### src/rtl/if_prefetch_queue_if.sv
// Bundle of the fetch-side (RIB) and decode-side signals of the prefetch queue.
// Handshake: a fetch beat transfers on a clock edge where rib_valid_i and
// rib_ready_o are both high. rib_valid_i must not depend on rib_ready_o.
// The decode side sees the head entry through inst_valid_o. The head is
// consumed on any edge where inst_valid_o is high and hold_i and flush_i are
// both low.
interface if_prefetch_queue_if #(
  parameter int DATA_W = 32,
  parameter int ADDR_W = 32,
  parameter int INT_W  = 8,
  parameter int DEPTH  = 4
);
  localparam int LVL_W = $clog2(DEPTH) + 1;

  logic              rib_valid_i;
  logic [DATA_W-1:0] rib_inst_i;
  logic [ADDR_W-1:0] rib_inst_addr_i;
  logic [INT_W-1:0]  int_flag_i;
  logic              rib_ready_o;
  logic              hold_i;
  logic              flush_i;
  logic [ADDR_W-1:0] flush_addr_i;
  logic              inst_valid_o;
  logic [DATA_W-1:0] inst_o;
  logic [ADDR_W-1:0] inst_addr_o;
  logic [INT_W-1:0]  int_flag_o;
  logic [LVL_W-1:0]  level_o;

  // Driver side: fetch unit plus ctrl/decode stimulus.
  modport master (
    output rib_valid_i, rib_inst_i, rib_inst_addr_i, int_flag_i,
    output hold_i, flush_i, flush_addr_i,
    input  rib_ready_o, inst_valid_o, inst_o, inst_addr_o, int_flag_o, level_o
  );

  // Queue side.
  modport slave (
    input  rib_valid_i, rib_inst_i, rib_inst_addr_i, int_flag_i,
    input  hold_i, flush_i, flush_addr_i,
    output rib_ready_o, inst_valid_o, inst_o, inst_addr_o, int_flag_o, level_o
  );
endinterface

### src/rtl/if_prefetch_queue.sv
// Instruction prefetch queue between the RIB instruction port and decode.
// DEPTH-entry FIFO of {inst, addr, int_flag}. Decode hold stops pops, and a
// jump flush empties the queue. After a flush, a small filter drops fetch
// beats from the old path until the beat at the jump target arrives.
module if_prefetch_queue #(
  parameter int                 DATA_W   = 32,
  parameter int                 ADDR_W   = 32,
  parameter int                 INT_W    = 8,
  parameter int                 DEPTH    = 4,
  parameter logic [DATA_W-1:0]  NOP_INST = DATA_W'(32'h0000_0013)
) (
  input  logic                 clk_i,
  input  logic                 rst_n_i,
  if_prefetch_queue_if.slave   bus,
  output logic                 filter_armed_o
);
  localparam int               PTR_W   = $clog2(DEPTH);
  localparam int               LVL_W   = PTR_W + 1;
  localparam logic [LVL_W-1:0] DEPTH_L = LVL_W'(DEPTH);

  typedef enum logic {
    FILT_IDLE  = 1'b0,
    FILT_ARMED = 1'b1
  } filt_state_e;

  filt_state_e       state_q, state_d;
  logic [ADDR_W-1:0] expect_q, expect_d;

  logic [DATA_W-1:0] mem_inst [DEPTH];
  logic [ADDR_W-1:0] mem_addr [DEPTH];
  logic [INT_W-1:0]  mem_int  [DEPTH];

  logic [PTR_W-1:0]  wr_ptr_q, rd_ptr_q;
  logic [LVL_W-1:0]  level_q;

  logic head_valid, pop, push, rib_ready, addr_match, filter_pass;

  // Handshake qualifiers. When full, a pop in the same cycle frees a slot,
  // so ready depends combinationally on hold_i and flush_i.
  always_comb begin
    head_valid  = (level_q != '0);
    pop         = head_valid & ~bus.hold_i & ~bus.flush_i;
    rib_ready   = (level_q < DEPTH_L) | pop;
    addr_match  = (bus.rib_inst_addr_i == expect_q);
    filter_pass = (state_q == FILT_IDLE) | addr_match;
    push        = bus.rib_valid_i & rib_ready & ~bus.flush_i & filter_pass;
  end

  // Head outputs are read straight from the array and masked while empty.
  always_comb begin
    bus.rib_ready_o  = rib_ready;
    bus.inst_valid_o = head_valid;
    bus.level_o      = level_q;
    bus.inst_o       = NOP_INST;
    bus.inst_addr_o  = '0;
    bus.int_flag_o   = '0;
    if (head_valid) begin
      bus.inst_o      = mem_inst[rd_ptr_q];
      bus.inst_addr_o = mem_addr[rd_ptr_q];
      bus.int_flag_o  = mem_int[rd_ptr_q];
    end
  end

  assign filter_armed_o = (state_q == FILT_ARMED);

  // Entry storage. The contents need no reset because level gates every read.
  always_ff @(posedge clk_i) begin
    if (push) begin
      mem_inst[wr_ptr_q] <= bus.rib_inst_i;
      mem_addr[wr_ptr_q] <= bus.rib_inst_addr_i;
      mem_int[wr_ptr_q]  <= bus.int_flag_i;
    end
  end

  // Pointers and occupancy. A flush overrides everything and restarts at 0.
  always_ff @(posedge clk_i or negedge rst_n_i) begin
    if (!rst_n_i) begin
      wr_ptr_q <= '0;
      rd_ptr_q <= '0;
      level_q  <= '0;
    end else if (bus.flush_i) begin
      wr_ptr_q <= '0;
      rd_ptr_q <= '0;
      level_q  <= '0;
    end else begin
      if (push) wr_ptr_q <= wr_ptr_q + 1'b1;
      if (pop)  rd_ptr_q <= rd_ptr_q + 1'b1;
      case ({push, pop})
        2'b10:   level_q <= level_q + 1'b1;
        2'b01:   level_q <= level_q - 1'b1;
        default: level_q <= level_q;
      endcase
    end
  end

  // Filter state register.
  always_ff @(posedge clk_i or negedge rst_n_i) begin
    if (!rst_n_i) begin
      state_q  <= FILT_IDLE;
      expect_q <= '0;
    end else begin
      state_q  <= state_d;
      expect_q <= expect_d;
    end
  end

  // Filter next state: arm on every flush. Disarm once the jump target beat
  // has completed its handshake.
  always_comb begin
    state_d  = state_q;
    expect_d = expect_q;
    if (bus.flush_i) begin
      state_d  = FILT_ARMED;
      expect_d = bus.flush_addr_i;
    end else if (state_q == FILT_ARMED && bus.rib_valid_i && rib_ready && addr_match) begin
      state_d  = FILT_IDLE;
    end
  end

  // Occupancy can never exceed the array size.
  a_level_bound: assert property (@(posedge clk_i) disable iff (!rst_n_i) level_q <= DEPTH_L);

endmodule
### src/flat_wrapper.sv
// flat-port wrapper written by rule: the top's interface ports become plain ports
module if_prefetch_queue_flat 
#(
  parameter int                 DATA_W   = 32,
  parameter int                 ADDR_W   = 32,
  parameter int                 INT_W    = 8,
  parameter int                 DEPTH    = 4,
  parameter logic [DATA_W-1:0]  NOP_INST = DATA_W'(32'h0000_0013)
)
  (clk_i, rst_n_i, filter_armed_o, bus_rib_valid_i, bus_rib_inst_i, bus_rib_inst_addr_i, bus_int_flag_i, bus_hold_i, bus_flush_i, bus_flush_addr_i, bus_rib_ready_o, bus_inst_valid_o, bus_inst_o, bus_inst_addr_o, bus_int_flag_o, bus_level_o);
  if_prefetch_queue_if #(.DATA_W(DATA_W), .ADDR_W(ADDR_W), .INT_W(INT_W), .DEPTH(DEPTH)) bus_i ();
  input  logic clk_i;
  input  logic rst_n_i;
  output logic filter_armed_o;
  input wire logic [$bits(bus_i.rib_valid_i)-1:0] bus_rib_valid_i;
  input wire logic [$bits(bus_i.rib_inst_i)-1:0] bus_rib_inst_i;
  input wire logic [$bits(bus_i.rib_inst_addr_i)-1:0] bus_rib_inst_addr_i;
  input wire logic [$bits(bus_i.int_flag_i)-1:0] bus_int_flag_i;
  input wire logic [$bits(bus_i.hold_i)-1:0] bus_hold_i;
  input wire logic [$bits(bus_i.flush_i)-1:0] bus_flush_i;
  input wire logic [$bits(bus_i.flush_addr_i)-1:0] bus_flush_addr_i;
  output wire logic [$bits(bus_i.rib_ready_o)-1:0] bus_rib_ready_o;
  output wire logic [$bits(bus_i.inst_valid_o)-1:0] bus_inst_valid_o;
  output wire logic [$bits(bus_i.inst_o)-1:0] bus_inst_o;
  output wire logic [$bits(bus_i.inst_addr_o)-1:0] bus_inst_addr_o;
  output wire logic [$bits(bus_i.int_flag_o)-1:0] bus_int_flag_o;
  output wire logic [$bits(bus_i.level_o)-1:0] bus_level_o;
  assign bus_i.rib_valid_i = bus_rib_valid_i;
  assign bus_i.rib_inst_i = bus_rib_inst_i;
  assign bus_i.rib_inst_addr_i = bus_rib_inst_addr_i;
  assign bus_i.int_flag_i = bus_int_flag_i;
  assign bus_i.hold_i = bus_hold_i;
  assign bus_i.flush_i = bus_flush_i;
  assign bus_i.flush_addr_i = bus_flush_addr_i;
  assign bus_rib_ready_o = bus_i.rib_ready_o;
  assign bus_inst_valid_o = bus_i.inst_valid_o;
  assign bus_inst_o = bus_i.inst_o;
  assign bus_inst_addr_o = bus_i.inst_addr_o;
  assign bus_int_flag_o = bus_i.int_flag_o;
  assign bus_level_o = bus_i.level_o;
  if_prefetch_queue #(.DATA_W(DATA_W), .ADDR_W(ADDR_W), .INT_W(INT_W), .DEPTH(DEPTH), .NOP_INST(NOP_INST)) u_core (.clk_i(clk_i), .rst_n_i(rst_n_i), .bus(bus_i), .filter_armed_o(filter_armed_o));
endmodule
### config.mk
export PLATFORM = sky130hd
export DESIGN_NAME = if_prefetch_queue_flat
export DESIGN_NICKNAME = d
export VERILOG_FILES = /design/src/rtl/if_prefetch_queue_if.sv /design/src/rtl/if_prefetch_queue.sv /design/src/flat_wrapper.sv
export SDC_FILE = /design/constraint.sdc
export NUM_CORES = 1
export LEC_CHECK = 0
export ABC_AREA = 1
export CORE_ASPECT_RATIO = 1.25
export CORE_UTILIZATION = 57
export CTS_BUF_LIST = sky130_fd_sc_hd__clkbuf_2
export CTS_CLUSTER_DIAMETER = 80
export DETAILED_ROUTE_END_ITERATION = 7
export PLACE_DENSITY = 0.83
export SYNTH_ARGS = -nofsm -noshare
export SYNTH_HDL_FRONTEND = slang
export SYNTH_SLANG_ARGS = --single-unit
export TNS_END_PERCENT = 100
### constraint.sdc
create_clock -name clk_i -period 5.1 [get_ports clk_i]
set_input_delay 1.02 -clock clk_i [delete_from_list [all_inputs] [get_ports clk_i]]
set_output_delay 1.02 -clock clk_i [all_outputs]
set_load 0.005 [all_outputs]
==> results.md <==
* Cell variety after synth at 27
* Register bit total from synthesis at 328
* Hold WC Path Type: input port to async pin
* Reg2reg setup slack at 2410 ps
* Max Used Layer: met4
* Startpoint Class: flop
* MaxCap Viol Count at 0
* Synthesized area at 13400 sq um
* Final hold violation count at 0
* Slowest cell delay on critical path at 720 ps
* # rows at 62
* Synthesized Nets at 1292
* Met3 WL at 2120 um
* Largest area contributor in the netlist: edfxtp_1
* Crit path arrival time at 3360 ps
* M1 wire length at 11100 um
* Final instance area at 16200 sq um
* Top cells by count, synth: nor2_1 (315), edfxtp_1 (288), nand2_1 (159)
* Cell mode on critical path: nor2_1
* Syn_area_per_cell at 11.4 sq um
* Core area at 23000 sq um
* Vias per cell at 5.45
* Worst slew pin tran at 1090 ps
* Post-Synthesis Cells at 1178
* Global route overflow at 0
* Max-slew violation count at 0
* TritonCTS Buffers at 72
* Final Cycle Share at 86.0%
* Antenna violations before repair at 1
* Slowest-stage cell, CP: dfrtp_4
* Synth top area cells: edfxtp_1 (65%), nor2_1 (8.8%), dfrtp_1 (7.5%)
* Final setup fails at 0
* Post-layout nets at 1505
* Core Util, Final at 70.1%
* Initial DRC Count at 743
* CP required at 4080 ps
* Setup CP Type: flop to primary output
* Vias in the first global route at 9615
* Clock latency on the worst-skew pair at 830 ps
* Post-DP Area at 15500 sq um
* Sequential fraction of the synthesis area at 72.2%
* Ys async rst share at 12.2%
* WP buf/inv at 2
* Unrepaired setup endpoints after global routing: false
* Main synth FF type: edfxtp_1
* Final Wtd Congestion at 0.943
* Port bufs at 186
* Pwr per Cell Area at 291 nW/um^2
* EDFF count, synth at 288
* Top achievable clock speed at 228 MHz
* Vias at 9439
* Htree depth at 3
* R2r endpoint: u_core.mem_inst[0][4]
* Post-synth top area share at 64.7%
* Pre-Repair DR Iteration Count at 8
* DRC Markers at 9
* Bufs on Longest Clock Path at 3
* Leak at 5.96 nW
* Final ANT Viol Nets at 0
* Post CTS Setup Buffer Count at 0
* Ys Warns at 0
* Chip height at 173 um
* Clock-pin slew on the worst setup and hold paths at 120 ps
* Status: finished, violations left
* Clk_skew at 76.7 ps
* CTS tree: built
* Crit-path cells: buf_4 -> nor2_1 -> nor2_1 -> o21ai_0 -> a21oi_1 -> clkdlybuf4s50_1
* # IOs at 187
* Die width at 139 um
* Drt wl/cell at 17.1 um
* Crit path max fanout at 65
* Initial Util at 58.0%
* Sink Count at 328
* Tmin final at 4380 ps
* Total GRT Usage at 25.2%
* Top cell family by delay on the critical path: buffers and inverters
* Slew headroom at 26.9%
* Layout overhead on the synthesized area at 20.8%
* Tot Pwr at 0.00471 W
* Multi-input gate area at 3350 sq um
* Violated checks: design-rule violations
* Worst-case reg-to-reg path depth at 10
* Post-cts sizing count at 0
* Critical Path End Type: primary output
* Filler cell count at 1612
* Detailed Place HPWL at 17500 um
* Pin count of the biggest net entering global routing at 75
* CTS root buf: clkbuf_2
* Cts hold-fix bufs at 0
* Register area at 9650 sq um
* Hold WS at 328 ps
* First-pass GRT wire length at 46500 um
* Metal2 WL at 15400 um
* VDD IR-drop max at 0.179 mV
* Critical R2R Launch: u_core.expect_q[24]
* Final wirelength at 29600 um
* Ratio of cells with drive above 1 in the final layout at 9.91%
* Die area at 24100 sq um
* Most common cell in the synthesized netlist: nor2_1
-- logic make-up (layout without fill, tap and decap cells) --
family / after synthesis / after routing / synth area share (%)
simple gates: 488 / 488 / 14.1
fa+ha+maj: 5 / 5 / 0.524
flops: 328 / 328 / 72.2
buf+inv: 104 / 369 / 3.03
xor+xnor: 20 / 20 / 1.31
compound gates: 233 / 233 / 8.88
other cells: 0 / 1 / 0
-- sequential cells by signal (all words and copies together) (netlist names) --
register and cells:
u_core.mem_addr 128, u_core.mem_inst 128, u_core.expect_q 32, u_core.mem_int 32
u_core.bus.level_o 3, u_core.rd_ptr_q 2, u_core.wr_ptr_q 2, u_core.filter_armed_o 1
-- worst max path at each step --
| stage | startpoint | endpoint | slack, ps | depth (start not counted) |
|---|---|---|---|---|
| finish | u_core.rd_ptr_q[0] | bus_inst_o[31] | 720 | 6 |
| global route | u_core.rd_ptr_q[0] | bus_inst_addr_o[31] | 470 | 6 |
| detailed placement | bus_rib_inst_addr_i[24] | u_core.mem_addr[0][6] | 1350 | 11 |
| floorplan | bus_rib_inst_addr_i[4] | u_core.mem_addr[0][0] | -120 | 9 |
| global placement | bus_rib_inst_addr_i[24] | u_core.mem_addr[0][7] | 1400 | 11 |
| CTS | u_core.rd_ptr_q[0] | bus_inst_addr_o[12] | 600 | 6 |
-- metal layers --
layer | GRT usage [%] | vias to the layer above
met2 | 45.2 | 424
met4 | 13.0 | 0
li1 | - | 4497
met1 | 29.0 | 4428
met5 | 0 | -
met3 | 4.50 | 90
-- through the flow --
stage                     cells  setup slack [ps]  TNS, ps
after floorplan            1178              -118   -33930
after CTS                  1731               603        0
after global routing       1732               468        0
final                      1732               715        0
after global placement     1605              1400        0
after detailed placement   1605              1350        0
-- final cells by class --
cell class / count / area share [%]
diodes: 1 / 0.0155
clock buffers: 98 / 3.04
clock inverters: 28 / 0.875
inverters: 43 / 1.01
multi-input cells: 746 / 20.7
flip-flops and latches: 328 / 59.8
well taps: 288 / 2.23
repair buffers: 200 / 12.3
-- layout by cell type (no fill, tap or decap) --
| cell | synthesis | routed |
|---|---|---|
| clkinv_1 | 1 | 17 |
| nand3_2 | 2 | 2 |
| clkinv_2 | 0 | 8 |
| inv_1 | 39 | 39 |
| buf_2 | 9 | 2 |
| buf_4 | 1 | 11 |
| bufinv_16 | 0 | 1 |
| dfrtp_2 | 0 | 1 |
| o21ai_2 | 1 | 1 |
| dfrtp_1 | 40 | 38 |
| inv_4 | 0 | 1 |
| dfrtp_4 | 0 | 1 |
| o21ai_0 | 157 | 157 |
| xnor2_1 | 20 | 20 |
| ha_1 | 4 | 4 |
| nand4_1 | 1 | 1 |
| nor2_1 | 315 | 311 |
| diode_2 | 0 | 1 |
| clkdlybuf4s50_1 | 0 | 184 |
| edfxtp_1 | 288 | 288 |
| clkbuf_2 | 0 | 98 |
| o21a_1 | 1 | 1 |
| buf_12 | 0 | 3 |
| a21oi_2 | 1 | 1 |
| nor3_4 | 1 | 1 |
| a21oi_1 | 70 | 70 |
| inv_2 | 3 | 5 |
| nand2_2 | 1 | 1 |
| nand2_1 | 159 | 159 |
| nor3_1 | 1 | 1 |
| nor2_4 | 2 | 6 |
| fa_1 | 1 | 1 |
| o311ai_0 | 3 | 3 |
| nand3_1 | 6 | 6 |
-- where the power goes --
group          internal [W]  switching (W)
combinational      0.000109       0.000114
sequential          0.00294      0.0000154
clock              0.000577       0.000955
total               0.00362        0.00108
(Power assumes the default switching activity.)
==> edit 1, RTL diff (same flow settings) <==
`INT_W` is set to 8 in 3 places; all go to 10.
--- a/src/rtl/if_prefetch_queue_if.sv
+++ b/src/rtl/if_prefetch_queue_if.sv
@@ -8,5 +8,5 @@
   parameter int DATA_W = 32,
   parameter int ADDR_W = 32,
-  parameter int INT_W  = 8,
+  parameter int INT_W  = 10,
   parameter int DEPTH  = 4
 );
--- a/src/rtl/if_prefetch_queue.sv
+++ b/src/rtl/if_prefetch_queue.sv
@@ -6,5 +6,5 @@
   parameter int                 DATA_W   = 32,
   parameter int                 ADDR_W   = 32,
-  parameter int                 INT_W    = 8,
+  parameter int                 INT_W    = 10,
   parameter int                 DEPTH    = 4,
   parameter logic [DATA_W-1:0]  NOP_INST = DATA_W'(32'h0000_0013)
--- a/src/flat_wrapper.sv
+++ b/src/flat_wrapper.sv
@@ -4,5 +4,5 @@
   parameter int                 DATA_W   = 32,
   parameter int                 ADDR_W   = 32,
-  parameter int                 INT_W    = 8,
+  parameter int                 INT_W    = 10,
   parameter int                 DEPTH    = 4,
   parameter logic [DATA_W-1:0]  NOP_INST = DATA_W'(32'h0000_0013)
Ports: changed (resized bus_int_flag_i and bus_int_flag_o); port bits go from 187 to 191. The function was not compared with the original's and may differ.
==> edit 1 against the original RTL <==
  * Global-route usage rose by 0.43 points
  * Synthesized area grew 1.4%
  * Setup slack worse by 0.23 ns
  * Power up 4.5%
  * Sequential cell count rose by 8
  * Clock skew down 0.016 ns
  * Cell area rose by 1.8%
  * Wire length is 3.1% higher
  * Clock power is 9.8% higher
  * Largest cell class unchanged
  * Largest power group unchanged
  * Highest routed layer unchanged
==> edit 1: results (changes against the original RTL) <==
[route]
first_pass_iters = 5  ; -3
avgRoutedWirePerCell_um = 17.6  ; +2.7%
vias = 9577  ; +1.5%
drtIter0Drc = 763  ; +2.7%

[layout]
nets = 1510  ; +0.33%
reg_top3 = u_core.mem_addr (128), u_core.mem_inst (128), u_core.mem_int (40)
drive_above_1_share_pct = 10.5  ; +0.63 points

[sta]
fin_ws_ns = 0.488  ; -0.228 ns
clock_skew_ns = 0.0606  ; -0.0161 ns
relSlewSlack_pct = 38.1  ; +11 points

[logic_synthesis]
yosysWarnings = 0  ; unchanged
synthTopCellsByCount = nor2_1, edfxtp_1, nand2_1
synth-async-reset-ratio_pct = 11.9  ; -0.29 points
synth_cell_types = 25  ; -7.4%
synthTopCellsByArea = edfxtp_1, nor2_1, dfrtp_1
syn_nets = 1284  ; -0.62%
synth_edf_count = 296  ; +2.8%
yosysSeqAreaShare_pct = 72.9  ; +0.79 points

[place]
pre_cts_slack_ns = 1.17  ; -0.178 ns
port_buffers = 190  ; +2.2%
hpwl_um = 18700  ; +6.7%
gp_congestion = 0.839  ; -11%

[clocking]
cts_buffer_depth = 3  ; unchanged
cts_setup_buffers = 0  ; unchanged
clkTransAtPathRegs_ns = 0.10  ; -0.02 ns
clock_latency_ns = 0.84
postCtsResizedCells = 0  ; unchanged
cts_buffers = 79  ; +9.7%
htree_levels = 3  ; unchanged

[setup_path]
cp_top_family = buffers and inverters
critPathMaxStageDelay_ns = 0.79  ; +0.07 ns
ff2ff_path_depth = 14  ; +4
crit_end = bus_inst_o[0]
r2r_end = u_core.bus.level_o[2]$_DFFE_PN0P_
worstPathArrival_ns = 3.59  ; +0.23 ns
reg2reg_slack_ns = 1.98  ; -0.43 ns
startpoint = u_core.rd_ptr_q[0]$_DFFE_PN0P_
r2r_start = u_core.bus.level_o[2]$_DFFE_PN0P_
crit_path_max_fanout = 56  ; -14%

[grt]
grt_usage_pct = 25.7  ; +0.43 points
antenna_found_initial = 1  ; unchanged
grt_max_degree = 73  ; -2.7%
grt_pass1_wl_um = 48000  ; +3.1%

[hold_path]
hold_class = in2async

[pwr]
vdd_drop_max_v = 0.000164  ; -8.3%
p_leak_nw = 6.06  ; +1.7%

[status]
status = complete, no violations

## edit 1: changes by cell type after synthesis, moves of 3 or more
cell      delta
o21ai_1     +22
buf_1        +4
buf_2       +10
nand4_1      +3
nand3_1      -3
clkbuf_1    -10
o21ai_0     -20
nand2_1     -18
inv_1        -5
edfxtp_1     +8
## edit 1: where the power goes
group          internal [mW]  switching [mW]
combinational          0.108           0.101
sequential              3.01          0.0160
clock                  0.693           0.991
total                   3.81            1.11
## edit 1: metal layers
metal | track usage (%) | up-vias | wire length [um]
met2 | 43.1 | 478 | 15300
met5 | 0 | - | 0
met4 | 11.8 | 0 | 813
li1 | - | 4509 | -
met3 | 4.82 | 60 | 2350
met1 | 32.5 | 4530 | 12100
## edit 1: worst reg2reg max path: cells and delay by family, from the launching register on
family / cells / cell delay (ns)
xor gates and xnor gates: 1 / 0.25
DFF: 1 / 0.48
and+or+nand+nor: 8 / 0.91
adders and majority gates: 1 / 0.37
buffers and inverters: 4 / 1.02
## edit 1: through the flow
step	hold slack (ns)	util, %	instance area (sq um)	instances
after floorplan	0.463	-	13600	1168
after global placement	0.477	67.8	15700	1601
after detailed placement	0.479	67.8	15700	1601
after CTS	0.250	70.9	16400	1739
after global routing	0.310	70.9	16500	1740
final	0.292	70.9	16500	1740
## edit 1: layout make-up
cell class	instances	area (sq um)
Sequential cell	336	9890
Fill cell	1537	6740
Multi-Input combinational cell	731	3290
Timing Repair Buffer	209	2040
Clock buffer	113	566
Tap cell	288	360
Clock inverter	25	154
Inverter	37	141
Antenna cell	1	2.50
## edit 1: cell families after synthesis
group | share of synthesized area, %
AO/OA/AOI/OAI | 8.78
adder cells (fa/ha/maj) | 0.517
XOR/XNOR | 1.42
buffers and inverters | 2.97
AND/OR/NAND/NOR | 13.4
flip-flops | 72.9
==> edit 2, RTL diff (same flow settings) <==
Made on the original files. Reset style: synchronous (`rst_n_i`), changed in 2 clocked blocks.
--- a/src/rtl/if_prefetch_queue.sv
+++ b/src/rtl/if_prefetch_queue.sv
@@ -74,5 +74,5 @@
 
   // Pointers and occupancy. A flush overrides everything and restarts at 0.
-  always_ff @(posedge clk_i or negedge rst_n_i) begin
+  always_ff @(posedge clk_i) begin
     if (!rst_n_i) begin
       wr_ptr_q <= '0;
@@ -95,5 +95,5 @@
 
   // Filter state register.
-  always_ff @(posedge clk_i or negedge rst_n_i) begin
+  always_ff @(posedge clk_i) begin
     if (!rst_n_i) begin
       state_q  <= FILT_IDLE;
Check against the original RTL: differs if rst_n_i is asserted again (counterexample within 4 cycles, from zero or initial values and one cycle with rst_n_i low); with rst_n_i held inactive, the same outputs for 4 cycles.
==> edit 2 against the original RTL <==
  * Sequential cell count up 2
  * Clock skew down 0.0031 ns
  * Critical path depth unchanged
  * Cell area down 1.1%
  * Combinational power up 59%
  * Wire length down 0.72%
  * Synthesized area down 1.7%
  * Power up 6.1%
  * Largest cell class unchanged
  * Setup slack worse by 0.35 ns
==> edit 2: results (changes against the original RTL) <==
[route]
first_pass_iters = 5  ; -3
vias = 9291  ; -1.6%
wl_um = 29400  ; -0.72%
drtIter0Drc = 872  ; +17%

[layout]
nets = 1477  ; -1.9%
drive_above_1_share_pct = 10.3  ; +0.34 points

[clocking]
clock_latency_ns = 0.80  ; -0.03 ns
clkTransAtPathRegs_ns = 0.10  ; -0.02 ns

[status]
status = complete, no violations

[hold_path]
hold_class = reg2reg

[sta]
relSlewSlack_pct = 19.4  ; -7.5 points
clock_skew_ns = 0.0737  ; -0.00309 ns

[logic_synthesis]
syn_nets = 1262  ; -2.3%
ys_ff_latch = 330  ; +0.61%
yosysSeqAreaShare_pct = 72.2  ; about the same
synthTopCellsByArea = edfxtp_1, nor2_1, o21ai_0
synth-async-reset-ratio_pct = 0  ; -12 points

[setup_path]
cpMaxStageDelayCell = dfxtp_4
worstPathArrival_ns = 3.71  ; +0.35 ns
critPathMaxStageDelay_ns = 0.89  ; +0.17 ns
crit_path_max_fanout = 75  ; +15%

[grt]
grtUsageMet2_pct = 43.3  ; -1.9 points
grt_pass1_wl_um = 45300  ; -2.7%
grt_max_degree = 110  ; +47%
grt_usage_pct = 25.5  ; +0.24 points
grt_use_met1_pct = 31.5  ; +2.5 points
gr-usage-met3_pct = 5.22  ; +0.71 points
grt_pass1_vias = 9167  ; -4.7%

[pwr]
power.switching_mw = 1.17  ; +7.7%
vdd_drop_max_v = 0.000188  ; +5.0%

[place]
placedInstanceArea_sq_um = 15300  ; -1.7%
hpwl_um = 17600  ; +0.38%

[edit 2: cell types whose count changed after synthesis, moves of 5 or more]
cell / delta
dfxtp_1: +42
o21ai_0: +20
nand2_1: -103
dfrtp_1: -40
a21oi_1: +19
clkbuf_1: -5
buf_1: +5
nor2_1: +30
[edit 2: power groups by stage]
stage	combinational (mW)	clock (mW)	sequential (mW)
2_1_floorplan	0.140	0	3.06
3_3_place_gp	0.343	0	3.06
3_5_place_dp	0.352	0	3.06
4_1_cts	0.354	1.67	3.00
5_1_grt	0.387	1.80	3.01
6_report	0.354	1.64	3.00
[edit 2: cell families (layout without fill, tap and decap cells)]
family	count (synthesis)	count (layout)	synth area share, %
AO/OA/AOI/OAI	271	271	10.5
XOR/XNOR	21	21	1.40
adder cells (fa/ha/maj)	6	6	0.628
buffers and inverters	105	382	3.16
flip-flops	330	330	72.2
other	0	1	0
AND/OR/NAND/NOR	414	414	12.1
[edit 2: metrics by stage]
step	setup slack (ns)	std cells	hold WS, ns
floorplan	0.928	1147	0.436
global placement	1.26	1568	0.441
detailed placement	1.17	1568	0.457
CTS	0.285	1707	0.479
global route	0.113	1708	0.501
finish	0.368	1708	0.472
[edit 2: worst register-to-register path, stage by stage, from the launching register on]
cell and delay (ns):
dfxtp_1 0.36, nor2_1 0.15, nand2_2 0.19, nand2_2 0.11, nand2_1 0.08, nand3_2 0.08, inv_1 0.04, nand3_1 0.16
and2_4 0.26, ha_1 0.16, inv_1 0.07, fa_1 0.39, a21oi_1 0.17, o21a_1 0.15, o21ai_0 0.07, a21oi_1 0.13
[edit 2: final timing paths]
path / start / end / slack, ns / cells past startpoint
setup / recovery: register / bus_inst_addr_o[21] / 0.37 / 6
hold / removal: u_core.rd_ptr_q[1]$_SDFFE_PP0P_ / u_core.rd_ptr_q[1]$_SDFFE_PP0P_ / 0.47 / 2
setup reg to reg: u_core.bus.level_o[2]$_SDFFE_PP0P_ / u_core.bus.level_o[2]$_SDFFE_PP0P_ / 2.46 / 15
hold reg to reg: u_core.rd_ptr_q[1]$_SDFFE_PP0P_ / u_core.rd_ptr_q[1]$_SDFFE_PP0P_ / 0.47 / 2
[edit 2: metal layers]
metal  routed length, um  vias up
li1                    -     4443
met1               11500     4418
met2               15100      385
met3                2120       45
met4                 679        0
met5                   0        -
[edit 2: layout make-up]
cell class | instances | area [sq um]
clock buffer | 107 | 536
clock inverter | 32 | 183
tap | 283 | 354
multi-input combinational | 712 | 3250
antenna | 1 | 2.50
sequential | 330 | 9500
inverter | 42 | 160
fill | 1575 | 6450
timing repair buffer | 201 | 2000
